File: src/rtl/zx8x_tape_loader.sv
// zx8x_tape_loader
// Fast tape-load sequencer for the ZX80/ZX81 core.
//
// Watches opcode fetches for the ROM LOAD entry point. Once the CPU enters
// the loader, the ROM patch overlay is enabled so the CPU spins in a small
// patched loop. Meanwhile the tape buffer image is copied into system RAM
// through a request/acknowledge write port. When the copy finishes, the
// loop byte flips to its exit form. The overlay is released when the CPU
// fetches from outside the loader range.
//
// Ports:
//   clk_sys     system clock
//   reset_n     asynchronous active-low reset
//   zx81        model select (1 = ZX81, 0 = ZX80)
//   nM1         CPU M1, active low
//   addr        CPU address bus
//   tape_ready  tape buffer holds a complete image
//   tape_len    image length in bytes
//   p_format    1 = .p image (base 4009h), 0 = .o image (base 4000h)
//   tape_addr   tape buffer read address
//   tape_data   tape buffer read data (one cycle after tape_addr)
//   wr_req      RAM write request, held until wr_ack
//   wr_addr     RAM write address
//   wr_data     RAM write data
//   wr_ack      RAM write accepted (one-cycle pulse)
//   active      patch overlay enabled / loader owns the RAM address mux
//   patch_done  patch loop byte is SCF (exit) rather than NOP (spin)
//   patch_ret   low byte of the patch JP target
//   done        one-cycle pulse when the last byte is acknowledged
module zx8x_tape_loader #(
  parameter int          TAPE_AW    = 14,
  parameter logic [15:0] ZX81_ENTRY = 16'h0347,
  parameter logic [15:0] ZX81_EXIT  = 16'h03C3,
  parameter logic [15:0] ZX80_ENTRY = 16'h0207,
  parameter logic [15:0] ZX80_EXIT  = 16'h024D
) (
  input  logic               clk_sys,
  input  logic               reset_n,
  input  logic               zx81,
  input  logic               nM1,
  input  logic [15:0]        addr,
  input  logic               tape_ready,
  input  logic [TAPE_AW:0]   tape_len,
  input  logic               p_format,
  output logic [TAPE_AW-1:0] tape_addr,
  input  logic [7:0]         tape_data,
  output logic               wr_req,
  output logic [15:0]        wr_addr,
  output logic [7:0]         wr_data,
  input  logic               wr_ack,
  output logic               active,
  output logic               patch_done,
  output logic [7:0]         patch_ret,
  output logic               done
);

  // S_DRAIN finishes an in-flight RAM write after an abort so the SDRAM
  // mux never sees a request withdrawn before it was accepted.
  typedef enum logic [2:0] {
    S_IDLE,
    S_FETCH,
    S_WRITE,
    S_DONE,
    S_DRAIN
  } state_t;

  state_t             state_q, state_d;
  logic               nm1_q;
  logic               zx81_q, zx81_d;
  logic               active_q, active_d;
  logic               patch_done_q, patch_done_d;
  logic               wr_req_q, wr_req_d;
  logic [15:0]        wr_addr_q, wr_addr_d;
  logic [7:0]         wr_data_q, wr_data_d;
  logic               done_q, done_d;
  logic [TAPE_AW-1:0] tape_addr_q, tape_addr_d;
  logic [TAPE_AW:0]   n_q, n_d;

  logic               m1_fall;
  logic [15:0]        entry_pc;
  logic [15:0]        run_entry;
  logic [15:0]        run_exit;
  logic               entry_hit;
  logic               exit_hit;
  logic [TAPE_AW:0]   n_next;
  logic               last_byte;
  logic [15:0]        ram_base;

  // Entry uses the live model select; the exit window uses the model
  // captured at entry so the range cannot move under a running load.
  always_comb begin
    m1_fall   = nm1_q & ~nM1;
    entry_pc  = zx81 ? ZX81_ENTRY : ZX80_ENTRY;
    run_entry = zx81_q ? ZX81_ENTRY : ZX80_ENTRY;
    run_exit  = zx81_q ? ZX81_EXIT : ZX80_EXIT;
    entry_hit = m1_fall && (addr == entry_pc) && tape_ready;
    exit_hit  = m1_fall && ((addr < run_entry) || (addr >= run_exit));
    n_next    = n_q + (TAPE_AW+1)'(1);
    last_byte = (n_next == tape_len) || (wr_addr_q == 16'hFFFF);
    ram_base  = p_format ? 16'h4009 : 16'h4000;
  end

  // Next-state and output logic. Every register holds by default; the
  // done pulse defaults low so it is only ever one cycle wide.
  always_comb begin
    state_d      = state_q;
    zx81_d       = zx81_q;
    active_d     = active_q;
    patch_done_d = patch_done_q;
    wr_req_d     = wr_req_q;
    wr_addr_d    = wr_addr_q;
    wr_data_d    = wr_data_q;
    done_d       = 1'b0;
    tape_addr_d  = tape_addr_q;
    n_d          = n_q;

    case (state_q)
      S_IDLE: begin
        if (entry_hit) begin
          active_d     = 1'b1;
          patch_done_d = 1'b0;
          tape_addr_d  = '0;
          n_d          = '0;
          zx81_d       = zx81;
          if (tape_len == '0) begin
            state_d      = S_DONE;
            patch_done_d = 1'b1;
            done_d       = 1'b1;
          end else begin
            state_d = S_FETCH;
          end
        end
      end

      S_FETCH: begin
        if (exit_hit) begin
          state_d      = S_IDLE;
          active_d     = 1'b0;
          patch_done_d = 1'b0;
        end else begin
          state_d = S_WRITE;
        end
      end

      // First WRITE cycle (no request yet) captures the buffer byte and
      // address; later cycles hold them until the RAM side accepts.
      S_WRITE: begin
        if (!wr_req_q) begin
          if (exit_hit) begin
            state_d      = S_IDLE;
            active_d     = 1'b0;
            patch_done_d = 1'b0;
          end else begin
            wr_data_d = tape_data;
            wr_addr_d = ram_base + 16'(n_q);
            wr_req_d  = 1'b1;
          end
        end else if (wr_ack) begin
          wr_req_d = 1'b0;
          if (exit_hit) begin
            state_d      = S_IDLE;
            active_d     = 1'b0;
            patch_done_d = 1'b0;
          end else if (last_byte) begin
            state_d      = S_DONE;
            patch_done_d = 1'b1;
            done_d       = 1'b1;
          end else begin
            state_d = S_FETCH;
            n_d     = n_next;
            if (tape_addr_q != '1) begin
              tape_addr_d = tape_addr_q + TAPE_AW'(1);
            end
          end
        end else if (exit_hit) begin
          state_d = S_DRAIN;
        end
      end

      S_DONE: begin
        if (exit_hit) begin
          state_d      = S_IDLE;
          active_d     = 1'b0;
          patch_done_d = 1'b0;
        end
      end

      S_DRAIN: begin
        if (wr_ack) begin
          wr_req_d     = 1'b0;
          state_d      = S_IDLE;
          active_d     = 1'b0;
          patch_done_d = 1'b0;
        end
      end

      default: begin
        state_d      = S_IDLE;
        active_d     = 1'b0;
        patch_done_d = 1'b0;
        wr_req_d     = 1'b0;
      end
    endcase
  end

  // State register. nM1 resets high so no M1 edge is seen coming out
  // of reset.
  always_ff @(posedge clk_sys or negedge reset_n) begin
    if (!reset_n) begin
      state_q      <= S_IDLE;
      nm1_q        <= 1'b1;
      zx81_q       <= 1'b0;
      active_q     <= 1'b0;
      patch_done_q <= 1'b0;
      wr_req_q     <= 1'b0;
      wr_addr_q    <= '0;
      wr_data_q    <= '0;
      done_q       <= 1'b0;
      tape_addr_q  <= '0;
      n_q          <= '0;
    end else begin
      state_q      <= state_d;
      nm1_q        <= nM1;
      zx81_q       <= zx81_d;
      active_q     <= active_d;
      patch_done_q <= patch_done_d;
      wr_req_q     <= wr_req_d;
      wr_addr_q    <= wr_addr_d;
      wr_data_q    <= wr_data_d;
      done_q       <= done_d;
      tape_addr_q  <= tape_addr_d;
      n_q          <= n_d;
    end
  end

  assign tape_addr  = tape_addr_q;
  assign wr_req     = wr_req_q;
  assign wr_addr    = wr_addr_q;
  assign wr_data    = wr_data_q;
  assign active     = active_q;
  assign patch_done = patch_done_q;
  assign done       = done_q;
  assign patch_ret  = zx81 ? 8'h07 : 8'h03;

endmodule

File: config.mk
export PLATFORM = sky130hd
export DESIGN_NAME = zx8x_tape_loader
export DESIGN_NICKNAME = d
export VERILOG_FILES = /design/src/rtl/zx8x_tape_loader.sv
export SDC_FILE = /design/constraint.sdc
export NUM_CORES = 1
export LEC_CHECK = 0
export BUFFER_PORTS_ARGS = -buffer_cell sky130_fd_sc_hd__buf_2
export CORE_MARGIN = 10
export CORE_UTILIZATION = 56
export CTS_BUF_LIST = sky130_fd_sc_hd__clkbuf_8
export DETAILED_ROUTE_END_ITERATION = 12
export PLACE_DENSITY = 0.88
export SLEW_MARGIN = 10
export SYNTH_ARGS = -nofsm -noshare
export SYNTH_HDL_FRONTEND = slang
export SYNTH_SLANG_ARGS = --single-unit
File: constraint.sdc
create_clock -name clk_sys -period 4.2 [get_ports clk_sys]
set_input_delay 0.21 -clock clk_sys [delete_from_list [all_inputs] [get_ports clk_sys]]
set_output_delay 0.21 -clock clk_sys [all_outputs]
set_load 0.02 [all_outputs]
==> flow_metrics.py, run 1 <==
metrics = {
    "outcome": {
        "outcome": "complete, no violations",
    },
    "pwr": {
        "fin_total_pwr_w": 0.00129,
        "leakagePower_nw": 2.09,
        "power.density_mw_per_mm2": 269,
        "vdd_drop_max_mv": 0.160,
    },
    "synth": {
        "seq_area_frac_synth_pct": 37.2,
        "synthTopCellsByArea": "dfrtp_1 37%, nand2_1 4.8%, xnor2_1 4.4%, o21ai_0 3.7%, ha_1 3.3%",
        "synth.most_common_cell": "dfrtp_1",
        "synth_edf_count": 0,
        "syn_area_per_cell_um2": 9.06,
        "yosys.area.top_type": "dfrtp_1",
        "netlist_area_mm2": 0.00418,
        "ys_top_cells_by_count": "61 x dfrtp_1, 53 x nand2_1, 31 x o21ai_0, 21 x xnor2_1, 20 x a21oi_1",
        "yosysTopAreaCellShare_pct": 36.6,
        "synth.ff_latch_count": 62,
        "synth_warnings": 0,
        "synth_ff_type": "dfrtp_1",
        "async_reset_ff_share_pct": 100,
        "synth_cell_types": 65,
        "syn_inst": 461,
    },
    "global_route": {
        "grt_max_degree": 63,
        "track_usage_pct": 19.5,
        "grt_remaining_overflow": 0,
        "grt_pass1_vias": 3737,
        "grt_pass1_wl_mm": 18.4,
        "antenna_found_initial": 0,
    },
    "critical_path": {
        "cp_max_fo": 16,
        "crit_slowest_cell": "nor3_2",
        "worstReg2RegEnd": "n_q[1]$_DFFE_PN0P_",
        "worstSetupStartpointType": "flop",
        "slowest_delay_ps": 840,
        "crit_top_cell": "nor3_2",
        "critPathKind": "reg -> reg",
        "reg2regPathDepth": 8,
        "required_ps": 4410,
        "worst-path-buf-inv": 0,
        "crit_family": "simple AND/OR/NAND/NOR gates",
        "reg2reg_from": "n_q[0]$_DFFE_PN0P_",
        "rrSetupSlack_ps": 600,
        "path_cells": "ha_1 -> nand3_1 -> nor3_2 -> xnor2_1 -> nand4_1 -> nor3_2 -> or3_1 -> o21ai_0",
        "arrival_ps": 3810,
        "cp-end-kind": "flop",
    },
    "timing": {
        "finalMaxSlewViolations": 0,
        "fin_crit_ps": 3600,
        "timing.hold.ws_ps": 42.8,
        "report.final.hold_viol_count": 0,
        "setup_viol": 0,
        "fmax_mhz": 278,
        "timing.slew.headroom_pct": 37.9,
        "grt_setup_unrepaired": "false",
        "setup_tns_ps": 0,
        "worst_pin_slew_ps": 927,
        "fin_crit_sh_pct": 85.8,
        "skew_ps": 7.71,
    },
    "drt": {
        "via_per_inst": 6.26,
        "drc": 0,
        "wire_per_inst_um": 17.9,
        "drt_first_pass_iters": 6,
        "drt_iter0_drc": 366,
        "wl_mm": 11.4,
        "ant_nets": 0,
        "vias": 3979,
    },
    "die": {
        "start_util_pct": 57.6,
        "die-width_um": 106,
        "die_h_um": 106,
        "core-area_mm2": 0.00725,
        "row_count": 31,
        "die_area_mm2": 0.0113,
        "ios": 96,
    },
    "clock_network": {
        "numCtsBuffers": 9,
        "cts.sinks": 62,
        "clock_latency_ps": 350,
        "clk_pin_slew_ps": 80,
        "tritoncts": "built",
        "cts_buffer_depth": 2,
        "htreeDepth": 3,
        "ctsResizeCount": 0,
        "root_buffer": "clkbuf_8",
    },
    "hold_path": {
        "hold_path_class": "in -> async",
    },
    "place": {
        "gp_congestion": 0.979,
        "io_buffers": 88,
        "dp.cells": 619,
        "dp_hpwl_mm": 8.42,
    },
    "run": {
        "maxCapViolCount": 0,
    },
    "final_layout": {
        "syn2layout_area_growth_pct": 15.1,
        "final_cells": 636,
        "drive_gt1_share_pct": 25.7,
        "antenna_cells": 0,
        "fillers": 600,
        "final_nets": 589,
    },
}
-- cell usage in the layout (no fill, tap or decap), drive strengths merged, types with 7 or more instances in the layout --
cell type / instances
a21oi: 20
buf: 95
clkbuf: 9
conb: 7
dfrtp: 61
ha: 11
inv: 9
mux2: 10
nand2: 53
nand3: 15
nand4: 15
nor2: 17
nor3: 15
nor4: 11
o21ai: 31
o311ai: 11
o31ai: 14
o41ai: 7
or3: 10
or4: 9
xnor2: 21
xor2: 10
-- registers in the layout, summed over array words and instances, names as in the netlist --
name        flops
zx81_q          1
n_q            15
state_q         3
wr_req          1
wr_data         8
tape_addr      14
nm1_q           1
active          1
done            1
wr_addr        16
patch_done      1
-- worst max path at each step --
stage	slack, ps	cells after the start	to	start
6_report	600	8	n_q[1]$_DFFE_PN0P_	n_q[0]$_DFFE_PN0P_
2_1_floorplan	1620	11	tape_addr[0]$_DFFE_PN0P_	n_q[0]$_DFFE_PN0P_
4_1_cts	710	8	n_q[1]$_DFFE_PN0P_	n_q[0]$_DFFE_PN0P_
3_5_place_dp	720	8	n_q[1]$_DFFE_PN0P_	n_q[0]$_DFFE_PN0P_
5_1_grt	330	8	n_q[1]$_DFFE_PN0P_	n_q[0]$_DFFE_PN0P_
3_3_place_gp	940	8	n_q[0]$_DFFE_PN0P_	n_q[0]$_DFFE_PN0P_
-- area by class of cell --
| class | count | area [um2] | share of cell area [%] |
|---|---|---|---|
| clock buffers | 9 | 124 | 2.58 |
| flip-flops and latches | 62 | 1550 | 32.3 |
| repair buffers | 96 | 503 | 10.5 |
| clock inverters | 7 | 97.6 | 2.03 |
| multi-input cells | 355 | 2370 | 49.4 |
| inverters | 8 | 30.0 | 0.625 |
| well taps | 99 | 124 | 2.58 |
-- metal layers --
metal | GRT usage, % | vias to the layer above | part of all wire [%]
met5 | 0 | - | 0
met1 | 25.4 | 1914 | 42
met3 | 4.77 | 26 | 9.1
met4 | 6.87 | 0 | 2.2
met2 | 31.0 | 191 | 46
li1 | - | 1848 | -
-- repair_timing --
action | 4_1_cts | 5_1_grt
setup buffers | 0 | 0
hold endpoints to repair | 1 | 0
hold buffers | 1 | 0
-- logic make-up after synthesis --
kind of cell             share of synthesized area, %
flip-flops                                       37.2
buffers and inverters                            6.38
AO/OA/AOI/OAI                                    17.4
XOR/XNOR                                         6.50
AND/OR/NAND/NOR                                  25.8
other                                           0.180
adder cells (fa/ha/maj)                          3.30
multiplexers                                     3.18
-- worst reg2reg max path, delay by kind of cell, from the launching register on --
kind	cells	cell delay, ps
AOI/OAI and AO/OA	1	150
xor gates and xnor gates	1	160
adders and majority gates	1	280
DFF	1	470
and+or+nand+nor	5	2420
-- power by group --
part | switching [W] | total (W) | leakage [nW] | internal, W
Clock | 0.000256 | 0.000592 | 0.106 | 0.000336
Combinational | 0.0000584 | 0.0000958 | 1.17 | 0.0000373
Sequential | 0.00000229 | 0.000605 | 0.819 | 0.000602
Total | 0.000317 | 0.00129 | 2.09 | 0.000975
-- per-stage QoR --
stage / cell area (um2) / setup WS, ps / util [%]
finish: 4810 / 598 / 66.3
global route: 4810 / 328 / 66.3
CTS: 4810 / 708 / 66.3
detailed placement: 4570 / 719 / 63.1
global placement: 4570 / 937 / 63.1
floorplan: 4190 / 1620 / -
Note: power is estimated with default switching activity, not from simulation.
==> run 2: changes to the inputs <==
- CORE_UTILIZATION: 56 -> 51
- PLACE_DENSITY: 0.88 -> 0.85
- clock period: 4.2 -> 2.9 ns (I/O delays scaled with it)
==> flow_metrics.py, run 2 (synthesis results as in run 1) <==
metrics = {
    "critical_path": {
        "critPathKind": "reg -> reg",
        "reg2regPathDepth": 10,
        "arrival_ps": 2960,
        "path_cells": "nand4_4 -> buf_4 -> or3_1 -> a211o_1 -> o2bb2ai_1 -> buf_4 -> nor4_4 -> buf_12 -> or2_2 -> o21ai_0",
        "crit_slowest_cell": "dfrtp_1",
        "cp-end-kind": "flop",
        "crit_top_cell": "buf_4",
        "rrSetupSlack_ps": 170,
        "cp_max_fo": 26,
        "worstSetupStartpointType": "flop",
        "worstReg2RegEnd": "tape_addr[1]$_DFFE_PN0P_",
        "reg2reg_from": "n_q[5]$_DFFE_PN0P_",
        "slowest_delay_ps": 590,
        "required_ps": 3130,
    },
    "timing": {
        "setup_tns_ps": 0,
        "worst_pin_slew_ps": 939,
        "fin_crit_sh_pct": 94.2,
        "skew_ps": 9.83,
        "fmax_mhz": 366,
        "setup_viol": 0,
        "report.final.hold_viol_count": 0,
        "finalMaxSlewViolations": 0,
        "timing.hold.ws_ps": 16.1,
        "fin_crit_ps": 2730,
        "grt_setup_unrepaired": "false",
        "timing.slew.headroom_pct": 37.4,
    },
    "hold_path": {
        "hold_path_class": "in -> reg",
        "whs_path_depth": 2,
        "worstHoldStart": "tape_data[0]",
        "worstHoldEndpoint": "wr_data[0]$_DFFE_PN0P_",
    },
    "die": {
        "ios": 96,
        "die_h_um": 110,
        "start_util_pct": 53.2,
        "row_count": 32,
        "die-width_um": 110,
        "core-area_mm2": 0.00785,
        "die_area_mm2": 0.0122,
    },
    "global_route": {
        "grt_pass1_vias": 4036,
        "grt_max_degree": 41,
        "antenna_found_initial": 0,
        "grt_pass1_wl_mm": 19.6,
        "grt_remaining_overflow": 0,
        "track_usage_pct": 19.0,
    },
    "clock_network": {
        "tritoncts": "built",
        "cts.sinks": 62,
        "root_buffer": "clkbuf_8",
        "cts_buffer_depth": 2,
        "htreeDepth": 3,
        "clk_pin_slew_ps": 70,
        "numCtsBuffers": 9,
        "clock_latency_ps": 360,
    },
    "drt": {
        "wl_mm": 12.0,
        "vias": 4087,
        "ant_nets": 0,
        "drc": 0,
        "drt_first_pass_iters": 5,
        "wire_per_inst_um": 18.0,
        "via_per_inst": 6.11,
        "drt_iter0_drc": 277,
    },
    "final_layout": {
        "drive_gt1_share_pct": 30.3,
        "final_nets": 619,
        "largest_reg_flops": 16,
        "final_core_util_pct": 64.1,
        "final_common_cell": "buf_2",
        "mostFrequentLayoutCells": "88 x buf_2, 60 x dfrtp_1, 53 x nand2_1",
        "final_cell_area_mm2": 0.00503,
        "final_cells": 669,
        "syn2layout_area_growth_pct": 20.4,
        "antenna_cells": 0,
    },
    "pwr": {
        "vdd_drop_max_mv": 0.225,
        "leakagePower_nw": 2.24,
        "power.density_mw_per_mm2": 340,
    },
    "place": {
        "dp.cells": 650,
        "gp_congestion": 0.963,
        "post_dp_cell_area_mm2": 0.00480,
        "dp_hpwl_mm": 9.24,
        "io_buffers": 88,
    },
    "run": {
        "maxCapViolCount": 0,
    },
    "outcome": {
        "outcome": "complete, no violations",
    },
}
==> run 2: cell count changes in the layout (fill, tap and decap cells not counted), sizes merged <==
cell and delta:
buf +29, bufinv -2, clkbuf +1, dlygate4sd3 +1
inv +1
==> run 2: worst max path at each step <==
stage | startpoint | endpoint | slack (ps) | depth (start not counted)
6_report | n_q[5]$_DFFE_PN0P_ | tape_addr[1]$_DFFE_PN0P_ | 170 | 10
5_1_grt | n_q[0]$_DFFE_PN0P_ | tape_addr[5]$_DFFE_PN0P_ | 20 | 11
4_1_cts | zx81_q$_DFFE_PN0P_ | tape_addr[8]$_DFFE_PN0P_ | 80 | 9
3_5_place_dp | zx81_q$_DFFE_PN0P_ | tape_addr[8]$_DFFE_PN0P_ | 100 | 9
3_3_place_gp | zx81_q$_DFFE_PN0P_ | tape_addr[5]$_DFFE_PN0P_ | 220 | 9
2_1_floorplan | n_q[0]$_DFFE_PN0P_ | tape_addr[0]$_DFFE_PN0P_ | 320 | 11
==> run 2: power breakdown <==
part           internal, W  switching (W)  leakage [nW]
logic            0.0000567      0.0000838          1.34
registers         0.000873     0.00000348         0.817
clock network     0.000330       0.000363        0.0899
==> run 2: critical path: cells and delay by family (launching register included) <==
kind	cells	cell delay (ps)
simple gates	4	920
flops	1	590
buf+inv	3	550
compound gates	3	530
==> run 2: repair_timing <==
item | in CTS | in global routing
endpoints found under the setup margin | 0 | 37
gates resized for setup | 0 | 11
endpoints found under the hold margin | 38 | 0
hold buffers | 2 | 0
buffers inserted | 0 | 1
==> run 2: metrics by stage <==
stage	power (W)	setup WS (ps)
final	0.00171	169
after global routing	0.00177	16.7
after CTS	0.00172	78.9
after detailed placement	0.00103	97.6
after global placement	0.00103	225
after floorplan	0.000962	320
==> run 2: per-layer routing <==
layer	share of wire (%)	global-route usage (%)
met5	0	0
met3	7.6	5.35
met1	42	23.1
met4	2.0	6.22
met2	49	31.4
==> run 2: area by class of cell <==
cell class | instances | area (um2)
timing repair buffer | 126 | 743
multi-input combinational | 355 | 2400
clock buffer | 10 | 138
tap | 102 | 128
inverter | 8 | 30.0
clock inverter | 6 | 37.5
fill | 682 | 2820
sequential | 62 | 1550
